`config.mk`:
```
export PLATFORM = sky130hd
export DESIGN_NAME = key_msg_sender
export DESIGN_NICKNAME = d
export VERILOG_FILES = /design/src/rtl/key_msg_sender.sv
export SDC_FILE = /design/constraint.sdc
export NUM_CORES = 1
export LEC_CHECK = 0
export ABC_AREA = 1
export BUFFER_PORTS_ARGS = -buffer_cell sky130_fd_sc_hd__buf_2
export CAP_MARGIN = 10
export CORE_MARGIN = 2
export CORE_UTILIZATION = 40
export CTS_CLUSTER_DIAMETER = 30
export CTS_CLUSTER_SIZE = 30
export DETAILED_ROUTE_END_ITERATION = 12
export PLACE_DENSITY_LB_ADDON = 0.3
export SYNTH_ARGS = -nofsm -noshare
export SYNTH_HDL_FRONTEND = slang
export SYNTH_SLANG_ARGS = --single-unit
```
`constraint.sdc`:
```
create_clock -name clk -period 1.7 [get_ports clk]
set_input_delay 0.255 -clock clk [delete_from_list [all_inputs] [get_ports clk]]
set_output_delay 0.255 -clock clk [all_outputs]
set_load 0.05 [all_outputs]
```
`src/rtl/key_msg_sender.sv`:
```
// Purpose: debounces NUM_KEYS pushbuttons and streams the per-key message slot out as bytes.
// Latency: first tx_valid 2 cycles after a key's pending bit sets, plus 1 cycle per leading NUL.
// Backpressure: a valid byte holds until tx_ready; further presses only queue as pending bits.
module key_msg_sender #(
   parameter int NUM_KEYS        = 4,
   parameter int MSG_LEN         = 16,
   parameter int DEBOUNCE_CYCLES = 1000000,
   parameter int REPEAT_EN       = 0,
   parameter int REPEAT_CYCLES   = 25000000,
   parameter logic [NUM_KEYS*MSG_LEN*8-1:0] MSG_TABLE = '0
) (
   input  logic                clk,
   input  logic                rst,
   input  logic [NUM_KEYS-1:0] key_n,
   output logic [7:0]          tx_data,
   output logic                tx_valid,
   input  logic                tx_ready,
   output logic                busy,
   output logic [2:0]          active_key,
   output logic [NUM_KEYS-1:0] key_state
);

   localparam int IW    = $clog2(MSG_LEN);
   localparam int ISPAN = 1 << IW;
   localparam int DW    = $clog2(DEBOUNCE_CYCLES + 1);
   localparam int RW    = $clog2(REPEAT_CYCLES + 1);
   localparam logic [IW-1:0] LAST_IDX = IW'(MSG_LEN - 1);
   localparam logic [DW-1:0] DB_LAST  = DW'(DEBOUNCE_CYCLES - 1);
   localparam logic [RW-1:0] RP_LAST  = RW'(REPEAT_CYCLES - 1);

   typedef enum logic {IDLE, SEND} state_t;

   // Message table unpacked to [key][byte], byte 0 = most significant byte of the slot.
   // Padded to 8 keys and a power-of-two byte span so the index widths match exactly.
   logic [7:0] rom [8][ISPAN];

   genvar gk, gi;
   generate
      for (gk = 0; gk < 8; gk++) begin : g_key
         for (gi = 0; gi < ISPAN; gi++) begin : g_byte
            if (gk < NUM_KEYS && gi < MSG_LEN) begin : g_used
               assign rom[gk][gi] = MSG_TABLE[((gk * MSG_LEN) + (MSG_LEN - 1 - gi)) * 8 +: 8];
            end else begin : g_pad
               assign rom[gk][gi] = 8'h00;
            end
         end
      end
   endgenerate

   logic [NUM_KEYS-1:0] sync1_q, sync1_d, sync2_q, sync2_d;
   logic [NUM_KEYS-1:0] acc_q, acc_d, pend_q, pend_d;
   logic [NUM_KEYS-1:0] press_evt, rep_evt;
   logic [DW-1:0]       db_cnt_q [NUM_KEYS];
   logic [DW-1:0]       db_cnt_d [NUM_KEYS];
   logic [RW-1:0]       rp_cnt_q [NUM_KEYS];
   logic [RW-1:0]       rp_cnt_d [NUM_KEYS];

   state_t        state_q, state_d;
   logic [IW-1:0] idx_q, idx_d, idx_nxt;
   logic [2:0]    act_q, act_d, sel;
   logic          txv_q, txv_d;
   logic [7:0]    txd_q, txd_d, cur_byte, nxt_byte;
   logic          take;

   // Synchronise (inverted to pressed=1), debounce, and generate press/repeat events per key.
   always_comb begin
      sync1_d   = ~key_n;
      sync2_d   = sync1_q;
      acc_d     = acc_q;
      press_evt = '0;
      rep_evt   = '0;
      for (int k = 0; k < NUM_KEYS; k++) begin
         db_cnt_d[k] = '0;
         rp_cnt_d[k] = '0;
         if (sync2_q[k] != acc_q[k]) begin
            if (db_cnt_q[k] == DB_LAST) begin
               acc_d[k]     = sync2_q[k];
               press_evt[k] = sync2_q[k];
            end else begin
               db_cnt_d[k] = db_cnt_q[k] + DW'(1);
            end
         end
         if (REPEAT_EN != 0 && acc_q[k]) begin
            if (rp_cnt_q[k] == RP_LAST) begin
               rep_evt[k] = 1'b1;
            end else begin
               rp_cnt_d[k] = rp_cnt_q[k] + RW'(1);
            end
         end
      end
   end

   // Message FSM: pick lowest pending key, then walk its slot skipping NULs.
   always_comb begin
      state_d  = state_q;
      idx_d    = idx_q;
      act_d    = act_q;
      txv_d    = txv_q;
      txd_d    = txd_q;
      sel      = 3'd0;
      idx_nxt  = idx_q + IW'(1);
      cur_byte = rom[act_q][idx_q];
      nxt_byte = rom[act_q][idx_nxt];

      for (int k = NUM_KEYS - 1; k >= 0; k--) begin
         if (pend_q[k]) sel = 3'(k);
      end
      take = (state_q == IDLE) && (|pend_q);

      case (state_q)
         IDLE: begin
            if (take) begin
               state_d = SEND;
               act_d   = sel;
               idx_d   = '0;
               txv_d   = 1'b0;
            end
         end
         SEND: begin
            if (txv_q) begin
               if (tx_ready) begin
                  if (idx_q == LAST_IDX) begin
                     state_d = IDLE;
                     txv_d   = 1'b0;
                  end else begin
                     // Load the following byte straight away so bytes go out back to back.
                     idx_d = idx_nxt;
                     txv_d = (nxt_byte != 8'h00);
                     if (nxt_byte != 8'h00) txd_d = nxt_byte;
                  end
               end
            end else if (cur_byte != 8'h00) begin
               txv_d = 1'b1;
               txd_d = cur_byte;
            end else if (idx_q == LAST_IDX) begin
               state_d = IDLE;
            end else begin
               idx_d = idx_nxt;
            end
         end
         default: state_d = IDLE;
      endcase

      // New events win over the clear of the key being taken this cycle.
      pend_d = pend_q;
      for (int k = 0; k < NUM_KEYS; k++) begin
         if (take && sel == 3'(k)) pend_d[k] = 1'b0;
      end
      pend_d = pend_d | press_evt | rep_evt;
   end

   // State registers with synchronous reset.
   always_ff @(posedge clk) begin
      if (rst) begin
         sync1_q <= '0;
         sync2_q <= '0;
         acc_q   <= '0;
         pend_q  <= '0;
         state_q <= IDLE;
         idx_q   <= '0;
         act_q   <= 3'd0;
         txv_q   <= 1'b0;
         txd_q   <= 8'h00;
         for (int k = 0; k < NUM_KEYS; k++) begin
            db_cnt_q[k] <= '0;
            rp_cnt_q[k] <= '0;
         end
      end else begin
         sync1_q <= sync1_d;
         sync2_q <= sync2_d;
         acc_q   <= acc_d;
         pend_q  <= pend_d;
         state_q <= state_d;
         idx_q   <= idx_d;
         act_q   <= act_d;
         txv_q   <= txv_d;
         txd_q   <= txd_d;
         for (int k = 0; k < NUM_KEYS; k++) begin
            db_cnt_q[k] <= db_cnt_d[k];
            rp_cnt_q[k] <= rp_cnt_d[k];
         end
      end
   end

   assign tx_data    = txd_q;
   assign tx_valid   = txv_q;
   assign busy       = (state_q == SEND);
   assign active_key = act_q;
   assign key_state  = acc_q;

endmodule

```
* After elaboration in Yosys (flattened, before gate mapping) *
Memory sizes are Yosys's and may differ from the RTL's.
Cells that the tools add are included.
W data, S select, Z words.

storage, ports and cells
  word-level logic and storage cells = 129
  register bits after elaboration = 33
  output and inout bits = 17
  RAM bits = 80
  memories = 2
  ROM bits = 1,024
  input bits = 7

memories
  memory            words  bits a word  read ports  clocked after Yosys merged registers in  write ports  RTL line  RTL
  (name not given)  8      128          1           0                                        0            103       nxt_byte = rom[act_q][idx_nxt];
  db_cnt_q          4      20           4           0                                        4            53        logic [DW-1:0] db_cnt_q [NUM_KEYS];

cells by class
  bitwise logic cells = 10
  muxes and demuxes = 62
  equal/unequal tests = 18
  magnitude comparators = 3
  reductions and logical operators = 17
  $add $sub $neg = 5

operators by type and width
  cell                     number
  $mux W128                2
  $mux W20                 12
  $add A20 B1 Y20 const B  4
  $eq A20 B20 Y1 const B   4
  $mux W8                  9
  $bmux W8 S4              2
  $mux W1                  25
  $mux W4                  5
  $reduce_bool A8 Y1       2
  $ge A5 B5 Y1 const B     2
  $not A4 Y5               2
  $reduce_and A2 Y1        5
  $mux W3                  3
  $pmux W4 S2              1
  $eq A3 B2 Y1 const B     2
  $ne A2 B2 Y1 const B     3
  $ne A3 B3 Y1 const B     2
  $logic_and A1 B1 Y1      5
  $reduce_and A5 Y1        1
  $add A4 B1 Y4 const B    1
  $eq A4 B4 Y1 const B     1
  $ge A4 B4 Y1 const B     1
  $ne A1 B1 Y1             4
  $not A3 Y4               1
  other kinds (12)         16

* Depth between registers and ports, before layout *
  depth in word-level cells = 12
  gate-level depth with buffers = 9
  gate-level depth less buffers = 9

* Least setup slack after synthesis *
Ideal clock, no wire load.

  kind = reg2reg
  start point = reg state_q, in the netlist busy
  end point = reg idx_q[1]
  arrival = 1.429 ns
  setup slack = 0.201 ns
  data required time = 1.630 ns
  setup time = 0.070 ns
  stages on the path, launching flop included = 7
  cell sequence = dfxtp_1 > inv_1 > nand2_2 > nand2_1 > nand2_1 > nand2_1 > a21oi_1

on the way
  cells in the longest elaborated chain, start to end = 4
  elaborated cells on any way between the ends = 7
  those cells by class = 3 x eq/ne; 1 x mux; 1 x bitwise; 2 x reduce/logical

RTL lines
  element                             RTL line  RTL
  from (decl)                         58        state_t state_q, state_d;
  from (signal assigned)              173       state_q <= state_d;
  $not A1 Y1                          n/a
  $logic_and A1 B1 Y1                 108       take = (state_q == IDLE) && (|pend_q);
  $ne A2 B2 Y1 (no source line)       n/a
  $reduce_and A3 Y1 (no source line)  n/a
  to (signal assigned)                174       idx_q <= idx_d;
  to (decl)                           59        logic [IW-1:0] idx_q, idx_d, idx_nxt;

Several ways; a longest one is shown, not always the timed one.
A chain may end at the register's enable or synchronous reset.

==> run summary <==
Power Density - 794.9 mW/mm²
Ratio of final minimum period to clock period - 87.72%
Top post-synthesis cells by area - dfxtp_1 (38%), nand2_1 (14%), nor2_1 (12%)
Global route overflow - 0
Adder-cell share of the synthesized area - 1.155%
Clk_lat worst skew - 0.36 ns
Run status - finished clean
GRT Total Usage - 16.23%
Hold/Removal Path Class - primary input to register
Mux cell area share after synthesis - 0%
Filler Cells Inserted - 1435
DP HPWL - 8.202 mm
Total power - 4.808 mW
Root buffer cell - clkbuf_16
Final hold viol count - 0
F_max - 670.6 MHz
TritonCTS clock tree - done
Yosys cell types - 30
Number of synthesized flops with an enable pin - 0
Post-CTS setup repair buffer count - 0
Startpoint Class - register
# diodes - 0
Endpoint type of the worst setup path - register
Peak supply drop - 639.3 µV
Gpl congestion - 0.8675
Die W - 120.4 µm
Crit path kind - register to register
Layout cells sized above 1 - 9.869%
Worst Hold Path Cells - 2
Worst hold start - key_n[1]
Top-area cell type share of the netlist area - 38.43%
Total CTS buffers - 9
Synth top cells by count - nand2_1 (205), nor2_1 (180), dfxtp_1 (104)
Critical Path Start - db_cnt_q[2][1]
Site Rows - 42
DRC errors left - 0
Unrepaired setup endpoints after global routing - false
Initial antenna violation count - 0
Core area - 0.01324 mm²
Combinational family with the most area after synthesis - simple AND/OR/NAND/NOR gates
Worst Path Max Fanout - 12
WP data arrival - 1.73 ns
Setup Viol. Count Final - 0
Synth-to-layout area growth - 11.64%
Clock transition at the registers of the reported paths - 0.07 ns
Clk_skew - 0.008709 ns
Compound-cell area share of the yosys netlist - 5.289%
Final TNS setup - 0 ns
# Max-Cap Violations - 0
Seq/Total Area, Yosys - 38.43%
Area leader, netlist - dfxtp_1
Async set or reset register ratio after synthesis - 0%
Die Y - 120.4 µm
Period minus WS final - 1.491 ns
Vias - 4651
Mean routed wirelength per cell - 10.63 µm
XOR/XNOR share of the synthesized area - 5.820%
Port Buffers - 14
CP required - 1.94 ns
Reg2Reg Setup Slack - 0.21 ns
Die area - 0.01449 mm²
Simple logic cell fraction of the synthesized area - 41.06%
Lkg Pwr - 1.967 nW
Final WL - 10.81 mm
Syn Std Cell Area - 0.005418 mm²
Initial Utilization - 40.91%
Post-Syn Area per Cell - 6.689 µm²
Largest net degree at the start of global routing - 21
Clk buf depth - 2
Via density - 4.573
Warnings from Yosys - 0
Cells after synthesis - 810
Post-synthesis register bit count - 104
Critical R2R Launch - db_cnt_q[2][1]
First-pass GRT wire length - 19.17 mm
Initial DRC count - 198
Layout Nets - 848
DP Worst Slack - 0.2121 ns
CTS sink cnt - 104
Vias in the first global route - 4299
TritonRoute pass-1 iters - 4
Max Slew Vio Count - 0
Hold buffers post-CTS - 0
Top-count cell post-synth - nand2_1
Top FF cell, synth - dfxtp_1
R2R depth - 7
Detail Route Antenna Nets - 0
CTS H-tree lvls - 3
Resize count post-CTS - 0
Setup WS post-layout - 0.2087 ns
# IOs - 24
==> path summary, 6_finish.rpt <==
check | endpoint
hold / removal | sync1_q[1]
setup reg to reg | db_cnt_q[2][11]
setup / recovery | db_cnt_q[2][11]
hold reg to reg | sync2_q[3]
==> cells by family (layout without fill, tap and decap cells) <==
kind of cell,count (synthesis),after routing
fa+ha+maj,5,5
other cells,1,9
buf+inv,102,125
compound gates,54,54
xor+xnor,36,36
flops,104,104
simple gates,508,508
==> sequential cells by signal, summed over array words and instances (netlist names) <==
signal      cells
key_state       4
sync1_q         4
db_cnt_q       80
active_key      2
sync2_q         4
tx_valid        1
pend_q          4
idx_q           4
busy            1
==> critical path, cell delays in order, from the launching register on <==
cell and delay, ns:
dfxtp_1 0.37, ha_1 0.27, nand3_2 0.17, nor2_1 0.14, nand3_1 0.08, nand2_1 0.08, buf_4 0.20, nor2_1 0.06
==> layer usage <==
metal,wire (µm),global-route usage (%),vias to the layer above
met3,334,4.811,8
met4,101,3.997,0
li1,-,-,2554
met5,0,0,-
met2,4858,26.20,50
met1,5520,21.31,2039
==> stage by stage <==
stage	utilization [%]	hold slack [ns]	std cells	area, µm²
2_1_floorplan	-	0.3217	818	5448
3_3_place_gp	43.21	0.3885	1001	5722
3_5_place_dp	43.21	0.3944	1001	5722
4_1_cts	45.67	0.03253	1017	6048
5_1_grt	45.67	0.05287	1017	6048
6_report	45.67	0.04346	1017	6048
==> placed cells by master, fill, tap and decap left out <==
cell / synthesis / layout
nand3_2: 7 / 7
buf_2: 3 / 14
nand2_2: 7 / 7
o21ai_0: 7 / 7
inv_1: 79 / 79
clkinv_4: 0 / 1
o21bai_1: 2 / 2
nor3b_1: 1 / 1
o21ai_1: 2 / 2
nor2_2: 11 / 11
ha_1: 5 / 5
nor3_1: 4 / 4
a21oi_1: 40 / 40
nor2_4: 9 / 9
buf_4: 15 / 10
nand3b_1: 7 / 7
inv_6: 0 / 2
nand3_1: 57 / 57
dfxtp_1: 104 / 104
nand2_4: 1 / 1
clkinvlp_4: 0 / 2
nor2_1: 180 / 180
conb_1: 1 / 9
clkinv_1: 1 / 1
or2_0: 6 / 6
and2_1: 1 / 1
xor2_1: 22 / 22
nand2_1: 205 / 205
buf_12: 0 / 2
bufinv_16: 0 / 2
clkbuf_16: 0 / 9
a21oi_2: 3 / 3
xnor2_1: 14 / 14
nand4_1: 12 / 12
inv_2: 3 / 3
==> power breakdown <==
part           switching (mW)  internal [mW]  total, mW  leakage, nW
Sequential            0.00582           2.45       2.45        0.839
Clock                   0.938           1.30       2.24        0.153
Combinational          0.0861         0.0290      0.115        0.975
Total                    1.03           3.78       4.81         1.97
==> area by class of cell <==
type                            instances  area, µm²  area share (%)
Multi-Input combinational cell        612       2923           48.32
Sequential cell                       104       2082           34.42
Inverter                               83      311.5           5.151
Clock buffer                            9      225.2           3.724
Tap cell                              176      220.2           3.641
Timing Repair Buffer                   26      185.2           3.062
Clock inverter                          7      101.3           1.676
(Power assumes the default switching activity.)
